$ cat config.mk
export PLATFORM = sky130hd
export DESIGN_NAME = memory_round_ctrl
export DESIGN_NICKNAME = d
export VERILOG_FILES = /design/src/rtl/memory_round_ctrl.sv
export SDC_FILE = /design/constraint.sdc
export NUM_CORES = 1
export LEC_CHECK = 0
export CORE_AREA = 2 2 76 78
export CTS_CLUSTER_DIAMETER = 60
export DETAILED_ROUTE_END_ITERATION = 7
export DIE_AREA = 0 0 78 80
export HOLD_SLACK_MARGIN = 0.1
export PLACE_DENSITY = 0.94
export RECOVER_POWER = 25
export SYNTH_ARGS = -nofsm -noshare
export SYNTH_HDL_FRONTEND = slang
export SYNTH_SLANG_ARGS = --single-unit
export TNS_END_PERCENT = 50
$ cat constraint.sdc
create_clock -name clk -period 5.7 [get_ports clk]
set_input_delay 0.57 -clock clk [delete_from_list [all_inputs] [get_ports clk]]
set_output_delay 0.57 -clock clk [all_outputs]
set_load 0.01 [all_outputs]
$ cat src/rtl/memory_round_ctrl.sv
// memory_round_ctrl: memory-game round sequencer (generate, show, guess, result).
// Ports: clk/resetn, tick/start/key_n/sw in; show_*, guess_*, exist, display_state, round_done out.
module memory_round_ctrl #(
  parameter int SEQ_LEN      = 4,
  parameter int SHOW_TICKS   = 1000,
  parameter int GAP_TICKS    = 250,
  parameter int RESULT_TICKS = 2000
) (
  input  logic       clk,
  input  logic       resetn,
  input  logic       tick,
  input  logic       start,
  input  logic       key_n,
  input  logic [3:0] sw,
  output logic [3:0] show_digit,
  output logic       show_valid,
  output logic       guess_strobe,
  output logic       exist,
  output logic [3:0] guess_cnt,
  output logic [2:0] display_state,
  output logic       round_done
);

  localparam int MAX_A = (SHOW_TICKS > GAP_TICKS) ?
                         SHOW_TICKS : GAP_TICKS;
  localparam int MAX_T = (MAX_A > RESULT_TICKS) ?
                         MAX_A : RESULT_TICKS;
  localparam int CW = (MAX_T > 1) ? $clog2(MAX_T) : 1;
  localparam int IW = (SEQ_LEN > 1) ? $clog2(SEQ_LEN) : 1;

  localparam logic [CW-1:0] SHOW_LAST = CW'(SHOW_TICKS - 1);
  localparam logic [CW-1:0] GAP_LAST  = CW'(GAP_TICKS - 1);
  localparam logic [CW-1:0] RES_LAST  = CW'(RESULT_TICKS - 1);
  localparam logic [IW-1:0] IDX_LAST  = IW'(SEQ_LEN - 1);
  localparam logic [3:0]    CNT_LAST  = 4'(SEQ_LEN - 1);

  localparam logic [2:0] DS_SCORE  = 3'd0;
  localparam logic [2:0] DS_SHOW   = 3'd1;
  localparam logic [2:0] DS_GUESS  = 3'd2;
  localparam logic [2:0] DS_RESULT = 3'd3;

  typedef enum logic [2:0] {
    S_IDLE,
    S_GEN,
    S_SHOW,
    S_GAP,
    S_GUESS,
    S_RESULT
  } state_t;

  state_t        state;
  logic [IW-1:0] idx;
  logic [CW-1:0] cnt;
  logic [3:0]    seq [SEQ_LEN];
  logic [15:0]   lfsr;
  logic [3:0]    nib;
  logic [3:0]    digit;
  logic          hit;
  logic          key_s1;
  logic          key_s2;
  logic          key_d;
  logic          press;

  always_ff @(posedge clk or negedge resetn) begin
    if (!resetn) begin
      lfsr <= 16'hACE1;
    end else begin
      lfsr <= {lfsr[14:0],
               lfsr[15] ^ lfsr[13] ^ lfsr[12] ^ lfsr[10]};
    end
  end

  // Fold 10..15 down onto 4..9 so every digit is decimal.
  assign nib   = lfsr[3:0];
  assign digit = (nib < 4'd10) ? nib : nib - 4'd6;

  always_ff @(posedge clk or negedge resetn) begin
    if (!resetn) begin
      key_s1 <= 1'b1;
      key_s2 <= 1'b1;
      key_d  <= 1'b1;
    end else begin
      key_s1 <= key_n;
      key_s2 <= key_s1;
      key_d  <= key_s2;
    end
  end

  // Falling edge of the synchronised key; a held key gives one press.
  assign press = key_d & ~key_s2;

  always_comb begin
    hit = 1'b0;
    for (int i = 0; i < SEQ_LEN; i++) begin
      if (seq[i] == sw) hit = 1'b1;
    end
    if (sw > 4'd9) hit = 1'b0;
  end

  always_ff @(posedge clk or negedge resetn) begin
    if (!resetn) begin
      state         <= S_IDLE;
      idx           <= '0;
      cnt           <= '0;
      for (int i = 0; i < SEQ_LEN; i++) seq[i] <= 4'd0;
      show_digit    <= 4'd0;
      show_valid    <= 1'b0;
      guess_strobe  <= 1'b0;
      exist         <= 1'b0;
      guess_cnt     <= 4'd0;
      display_state <= DS_SCORE;
      round_done    <= 1'b0;
    end else begin
      guess_strobe <= 1'b0;
      round_done   <= 1'b0;
      unique case (state)
        S_IDLE: begin
          if (start) begin
            state <= S_GEN;
            idx   <= '0;
          end
        end
        S_GEN: begin
          seq[idx] <= digit;
          if (idx == IDX_LAST) begin
            state         <= S_SHOW;
            idx           <= '0;
            cnt           <= '0;
            display_state <= DS_SHOW;
            show_valid    <= 1'b1;
            // seq[0] is only written this cycle when SEQ_LEN is 1.
            show_digit    <= (SEQ_LEN == 1) ? digit : seq[0];
          end else begin
            idx <= idx + IW'(1);
          end
        end
        S_SHOW: begin
          if (tick) begin
            if (cnt == SHOW_LAST) begin
              state      <= S_GAP;
              cnt        <= '0;
              show_valid <= 1'b0;
              show_digit <= 4'd0;
            end else begin
              cnt <= cnt + CW'(1);
            end
          end
        end
        S_GAP: begin
          if (tick) begin
            if (cnt == GAP_LAST) begin
              cnt <= '0;
              if (idx == IDX_LAST) begin
                state         <= S_GUESS;
                guess_cnt     <= 4'd0;
                display_state <= DS_GUESS;
              end else begin
                state      <= S_SHOW;
                idx        <= idx + IW'(1);
                show_valid <= 1'b1;
                show_digit <= seq[idx + IW'(1)];
              end
            end else begin
              cnt <= cnt + CW'(1);
            end
          end
        end
        S_GUESS: begin
          if (press) begin
            guess_strobe <= 1'b1;
            exist        <= hit;
            guess_cnt    <= guess_cnt + 4'd1;
            if (guess_cnt == CNT_LAST) begin
              state         <= S_RESULT;
              cnt           <= '0;
              round_done    <= 1'b1;
              display_state <= DS_RESULT;
            end
          end
        end
        S_RESULT: begin
          if (tick) begin
            if (cnt == RES_LAST) begin
              state         <= S_IDLE;
              cnt           <= '0;
              display_state <= DS_SCORE;
            end else begin
              cnt <= cnt + CW'(1);
            end
          end
        end
        default: state <= S_IDLE;
      endcase
    end
  end

endmodule

# Word-level counts from Yosys, hierarchy flattened
# Cells that the tools add are included.
# totals
ram_bits,0
n_memories,0
input_bits,9
rom_bits,0
wordCells,144
latchBits,0
register_bits,66
# op_classes
n_mux,70
eq_ne,26
div_mod_pow,0
n_shift,0
n_lt_le_gt_ge,5
add_sub_neg,4
reduce_logical,14
mul,0
bitwise_logic,7
# op_table
cell,count
two-way mux 11 bit,9
two-way mux 4 bit,14
case mux 11 bit (5 select lines),1
two-way mux 3 bit,16
"inequality test 2 bit, second input constant",12
case mux 3 bit (6 select lines),1
bitwise mux 16 bit,1
equality test 4 bit,4
two-way mux 1 bit,16
AND reduction 7 bit,2
case mux 3 bit (4 select lines),1
case mux 4 bit (3 select lines),1
"adder 11 x 1 -> 11 bit, second input constant",1
"equality test 11 x 10 -> 1 bit, second input constant",1
"equality test 11 bit, second input constant",1
"equality test 11 x 8 -> 1 bit, second input constant",1
two-way mux 2 bit,5
AND reduction 10 bit,1
AND reduction 5 bit,2
AND reduction 9 bit,1
binary-select mux 4 bit (select 2 bit),1
demux 4 bit (select 2 bit),1
case mux 4 bit (2 select lines),1
"equality test 3 x 2 -> 1 bit, second input constant",2
other kinds (24),30

# Depth between registers and ports, before layout
# logic_depth
ltp_word,9
ltp_mapped,8
depth_no_buf,7

# Worst setup path after synthesis
# OpenSTA, ideal clock, no wires.
# synth_path
kind,reg-to-reg
startpoint,register cnt[3]
endpoint,register state[0]
setup_time_ns,0.125
setup_slack_ns,3.595
arrival_ns,1.980
path_stages_with_launch,6
path_buffers,0
path_cell_list,dfrtp_1 or4b_1 nor4_4 a211oi_2 or3_4 mux2_4
# synth_between
elab_chain_cells,3
# synth_lines
item,line,text
start: declaration,53,logic [CW-1:0] cnt;
start signal: assignment,145,cnt <= cnt + CW'(1);
start signal: assignment,164,cnt <= cnt + CW'(1);
start signal: assignment,188,cnt <= cnt + CW'(1);
"equality test 11 bit, or another cell as far along",183,if (cnt == RES_LAST) begin
inequality test 2 bit (no source line),-,
AND reduction 10 bit (no source line) (*),-,
end signal: assignment,174,state <= S_RESULT;
end signal: assignment,184,state <= S_IDLE;
end signal: assignment,192,default: state <= S_IDLE;
end: declaration,51,state_t state;
# Every way passes the cells marked *; elsewhere a longest branch is shown, timed or not.
# A chain may end at the register's enable or synchronous reset.

==> flow_summary_export.csv <==
group,metric,value,unit
run_status,status,"complete, but fails checks",
run_status,violations,"max-capacitance violations, max-slew violations",
setup_path,slowest_stage,"clkbuf_1",
cts,cts_setup_buffers,0,
final_layout,multi_input_area,0.00159,mm^2
floorplan,die_w,78,um
setup_path,critical_path_class,"input port to async pin",
sta,fin_setup_tns,0,ns
worst_hold_path,hold-path-cell-count,0,
synthesis,yosysSeqAreaShare,49.0,%
route,avgRoutedWirePerCell,16.8,um
route,num_vias,2608,
synthesis,ys_ff_latch,65,
setup_path,path_cells,"buf_2 > clkbuf_1",
synthesis,synth_top_cell_by_area,"dfrtp_1",
sta,fmax,305,MHz
cts,ctsResizeCount,0,
placed_design,placement.io_buffers,22,
floorplan,start_util,61.9,%
setup_path,arrival,2.99,ns
sta,tightestPinTransition,3.29,ns
floorplan,fp.coreArea,0.00541,mm^2
placed_design,dp_cells,405,
sta,fin_skew,0.00978,ns
setup_path,critPathBufInv,2,
floorplan,dieArea,0.00624,mm^2
cts,clock_latency,0.35,ns
synthesis,async_flop_share,100,%
sta,slew_headroom,-120,%
setup_path,path_max_fanout,65,
synthesis,synth_edf_count,0,
setup_path,worst-path-stages,2,
synthesis,yosysWarnings,0,
power_and_ir_drop,finalPower,1.48,mW
global_route,overflow,0,
cts,cts_tree,"done",
cts,postCtsHoldBufs,0,
synthesis,synth.distinct_cells,54,
cts,cts-root-buf,"clkbuf_8",
sta,whs,0.348,ns
route,drt_first_pass_iters,6,
cts,clock-sinks,65,
synthesis,synth_top_area_share,40.4,%
global_route,grt_pass1_wl,12200,um
route,vias_per_cell,6.19,
sta,rsz0062_at_grt,"no",
synthesis,syn_inst,325,
sta,fin_ws,2.42,ns
synthesis,avgSynthCellArea,10.3,um^2
power_and_ir_drop,p_leak,1.65,nW
floorplan,row_count,27,
worst_hold_path,hold_path.class,"flip-flop to flip-flop",
cts,h-tree-depth,3,
run,drv_cap,1,
global_route,antenna_found_initial,0,
final_layout,area.growth.synth_to_final,12.4,%
placed_design,placed_cell_area,0.00360,mm^2
placed_design,place_hpwl,4960,um
sta,setup_viol,0,
final_layout,postLayoutCoreUtil,69.6,%
floorplan,ios,24,
final_layout,seq_area,0.00164,mm^2
synthesis,synth_area_leaders,"dfrtp_1 (40%), dfstp_2 (8.6%), nand2_1 (4.9%), xor2_1 (4.7%), mux2_2 (4.4%)",
final_layout,stdcell_area,0.00376,mm^2
route,wirelength,7070,um
setup_path,reg2reg_depth,5,
power_and_ir_drop,powerDensity,393,mW/mm^2
placed_design,gp_congestion,0.885,
cts,clockBufferDepth,2,
global_route,groute.usage.overall,25.2,%
final_layout,drive_gt1_share,12.0,%
power_and_ir_drop,vdd_drop_max,0.000222,V
global_route,grt_pass1_vias,2573,
setup_path,path_delay_family,"buffers and inverters",
setup_path,critPathMaxStageDelay,2.32,ns
synthesis,netlist_area,0.00335,mm^2
route,drt_iter0_drc,345,
sta,hold_viol_final,0,
route,drtAntennaViolNets,0,
route,drc,0,
floorplan,die_h,80,um
global_route,grt_max_degree,66,
cts,clk_pin_slew_worst_paths,0.06,ns
sta,min_period,3.28,ns
synthesis,synthesis.nets,342,
final_layout,layout.nets,361,
synthesis,synth_ff_type,"dfrtp_1",
setup_path,end_kind,"async pin",
cts,numCtsBuffers,9,
final_layout,final_cells,421,
sta,finalCritPeriodShare,57.6,%
placed_design,preCtsSetupSlack,3.14,ns
final_layout,fillers,384,
setup_path,crit_path_start_kind,"input port",
final_layout,antenna_cells,0,
setup_path,required,5.41,ns
sta,slew_viol_final,66,
-- metal layers --
layer	share of wire (%)	up-vias	global-route usage, %
li1	-	1206	-
met1	42	1243	32.7
met2	48	136	39.8
met3	7.7	23	8.48
met4	2.3	0	8.95
met5	0	-	0
-- sequential cells by signal, summed over array words and instances (netlist names), 2 cells and up --
signal         flops
lfsr              16
show_digit         4
seq               16
state              3
display_state      2
idx                2
cnt               11
guess_cnt          4
-- synth_stat cells, types with 2 or more instances --
cell / instances
xor2_1: 18
xnor2_1: 2
nor3_1: 6
nor4b_1: 2
nor2b_1: 4
dfstp_2: 11
mux4_2: 2
o2bb2ai_1: 2
nor2_1: 13
o211ai_1: 12
o221ai_1: 4
and3_1: 2
a21boi_0: 2
and4_1: 2
dfrtp_1: 54
mux2_2: 13
nand4_1: 2
a21oi_1: 11
nand2b_1: 3
a22o_1: 3
inv_1: 14
mux2i_1: 8
o311ai_0: 2
nor4_1: 7
a211oi_1: 2
a21o_1: 2
o22ai_1: 3
ha_1: 8
clkbuf_1: 12
nand2_1: 44
nand3_1: 10
or3_1: 2
o21ai_0: 22
-- layout by cell type, fill, tap and decap left out, drive strengths merged, types with 4 or more instances in the layout --
cell type,count
nand3,10
mux2,14
dfstp,11
nor2,13
nor3,6
ha,8
o211ai,12
nand2,44
nor2b,4
dfrtp,54
clkbuf,14
o21ai,22
a21oi,12
clkdlybuf4s50,20
o221ai,4
mux2i,8
nor4,8
inv,14
xor2,18
-- kinds of logic (layout without fill, tap and decap cells) --
| logic type | after synthesis | count (layout) | synth area share (%) |
|---|---|---|---|
| fa+ha+maj | 8 | 8 | 2.99 |
| mux | 24 | 24 | 8.56 |
| simple gates | 104 | 104 | 15.8 |
| flops | 65 | 65 | 49.0 |
| buf+inv | 29 | 53 | 3.40 |
| other cells | 1 | 1 | 0.112 |
| xor+xnor | 20 | 20 | 5.24 |
| compound gates | 74 | 74 | 14.9 |
-- where the power goes --
part	leakage, nW	switching [mW]	internal [mW]
sequential	0.834	0.119	0.530
clock	0.0834	0.167	0.168
combinational	0.735	0.273	0.221
-- final cells by class --
cell class / instances / share of cell area, %
clock inverter: 3 / 0.466
multi-input combinational: 231 / 42.3
inverter: 14 / 1.40
tap: 72 / 2.40
sequential: 65 / 43.6
clock buffer: 13 / 3.96
timing repair buffer: 23 / 5.82
-- worst paths after layout --
kind	from	to	slack (ns)
worst max register to register	state[0]	cnt[2]	3.07
worst min register to register	lfsr[14]	lfsr[15]	0.35
max in group clk	state[0]	cnt[2]	3.07
min in group asynchronous	resetn	exist	1.43
worst min-delay path	lfsr[14]	lfsr[15]	0.35
worst max-delay path	resetn	display_state[0]	2.42
Power figures use the tool's default switching activity.
==> variant: new RTL, same flow settings <==
Encoding of `state_t`: now one-hot (6 bits for 6 states).
--- a/src/rtl/memory_round_ctrl.sv
+++ b/src/rtl/memory_round_ctrl.sv
@@ -39,13 +39,13 @@
   localparam logic [2:0] DS_GUESS  = 3'd2;
   localparam logic [2:0] DS_RESULT = 3'd3;
 
-  typedef enum logic [2:0] {
-    S_IDLE,
-    S_GEN,
-    S_SHOW,
-    S_GAP,
-    S_GUESS,
-    S_RESULT
+  typedef enum logic [5:0] {
+    S_IDLE   = 6'b000001,
+    S_GEN    = 6'b000010,
+    S_SHOW   = 6'b000100,
+    S_GAP    = 6'b001000,
+    S_GUESS  = 6'b010000,
+    S_RESULT = 6'b100000
   } state_t;
 
   state_t        state;
Function: no difference found for any inputs over 10 cycles, from zero or initial values and one cycle with resetn low; not proved beyond that.
==> variant against the unedited design <==
Combinational power is 26% lower; via count is 0.81% higher; wire length is 5.9% higher; sequential cell count is 3 higher; largest power group unchanged; cell area increased by 8.2%; setup slack got worse by 0.19 ns; largest cell class unchanged; non-clock buffer count stayed put; the run still ends with capacitance limit, slew limit left; count of clock-buffer cells in the layout is 3 lower; area after synthesis grew 7.1%; power fell by 0.51%.
==> variant: results (changes against the unedited design) <==
placed insts 399 (-1.5%); Slew Viols, Final 69 (+4.5%); GP Congestion 0.8828 (-0.19%); HPWL after detailed placement 5.059 mm (+2.0%); drt first pass iters 4 (-2); Post-synth top cells dfrtp_1, inv_1, mux2_2; number of fill cells in the layout 368 (-4.2%); failing checks capacitance limit, slew limit; vias in the first global route 2714 (+5.5%); status finished, violations left; layout cell share with drive strength beyond 1 18.08% (+6.0 points); clock skew 0.009035 ns (-0.0007424 ns); Pleak 1.766 nW (+6.9%); max_cap viols 1 (unchanged); largest stage delay on the critical path 2.42 ns (+0.10 ns); Tot Pwr 1.470 mW (-0.51%); routed len/inst 18.05 um (+7.5%); Final nets 355 (-1.7%); drt initial violations 414 (+20%); Synth Instances 318 (-2.2%); mux contribution to synthesized area 11.34% (+2.8 points); Post-Synth Adder-Cell Area 2.792% (-0.20 points); post-synth net total 335 (-2.0%); Peak VDD IR 0.2767 mV (+24%); global-route wire length before repair 12.64 mm (+3.6%)
-- variant: through the flow --
step                cell area [sq um]  util, %
detailed placement               3821    70.69
floorplan                        3585        -
CTS                              4070    75.30
finish                           4066    75.23
global route                     4066    75.23
global placement                 3821    70.69
-- variant: metal layers --
layer,global-route usage [%],share of wire [%]
met5,0,0
met4,9.825,1.7
met3,5.769,4.6
met2,46.72,53
met1,31.17,41
-- variant: area by class of cell --
class / count / share of cell area, %
multi-input cells: 215 / 42.12
well taps: 72 / 2.215
inverters: 21 / 1.938
flip-flops and latches: 68 / 42.22
clock inverters: 6 / 2.738
clock buffers: 10 / 3.385
repair buffers: 23 / 5.385
-- variant: final timing paths --
kind,slack [ns],end,from
max,2.23,guess_cnt[3],resetn
min,0.35,lfsr[9],lfsr[8]
max reg2reg,2.73,cnt[2],state[1]
min reg2reg,0.35,lfsr[9],lfsr[8]
max in group clk,2.73,cnt[2],state[1]
min in group asynchronous,1.50,guess_cnt[1],resetn
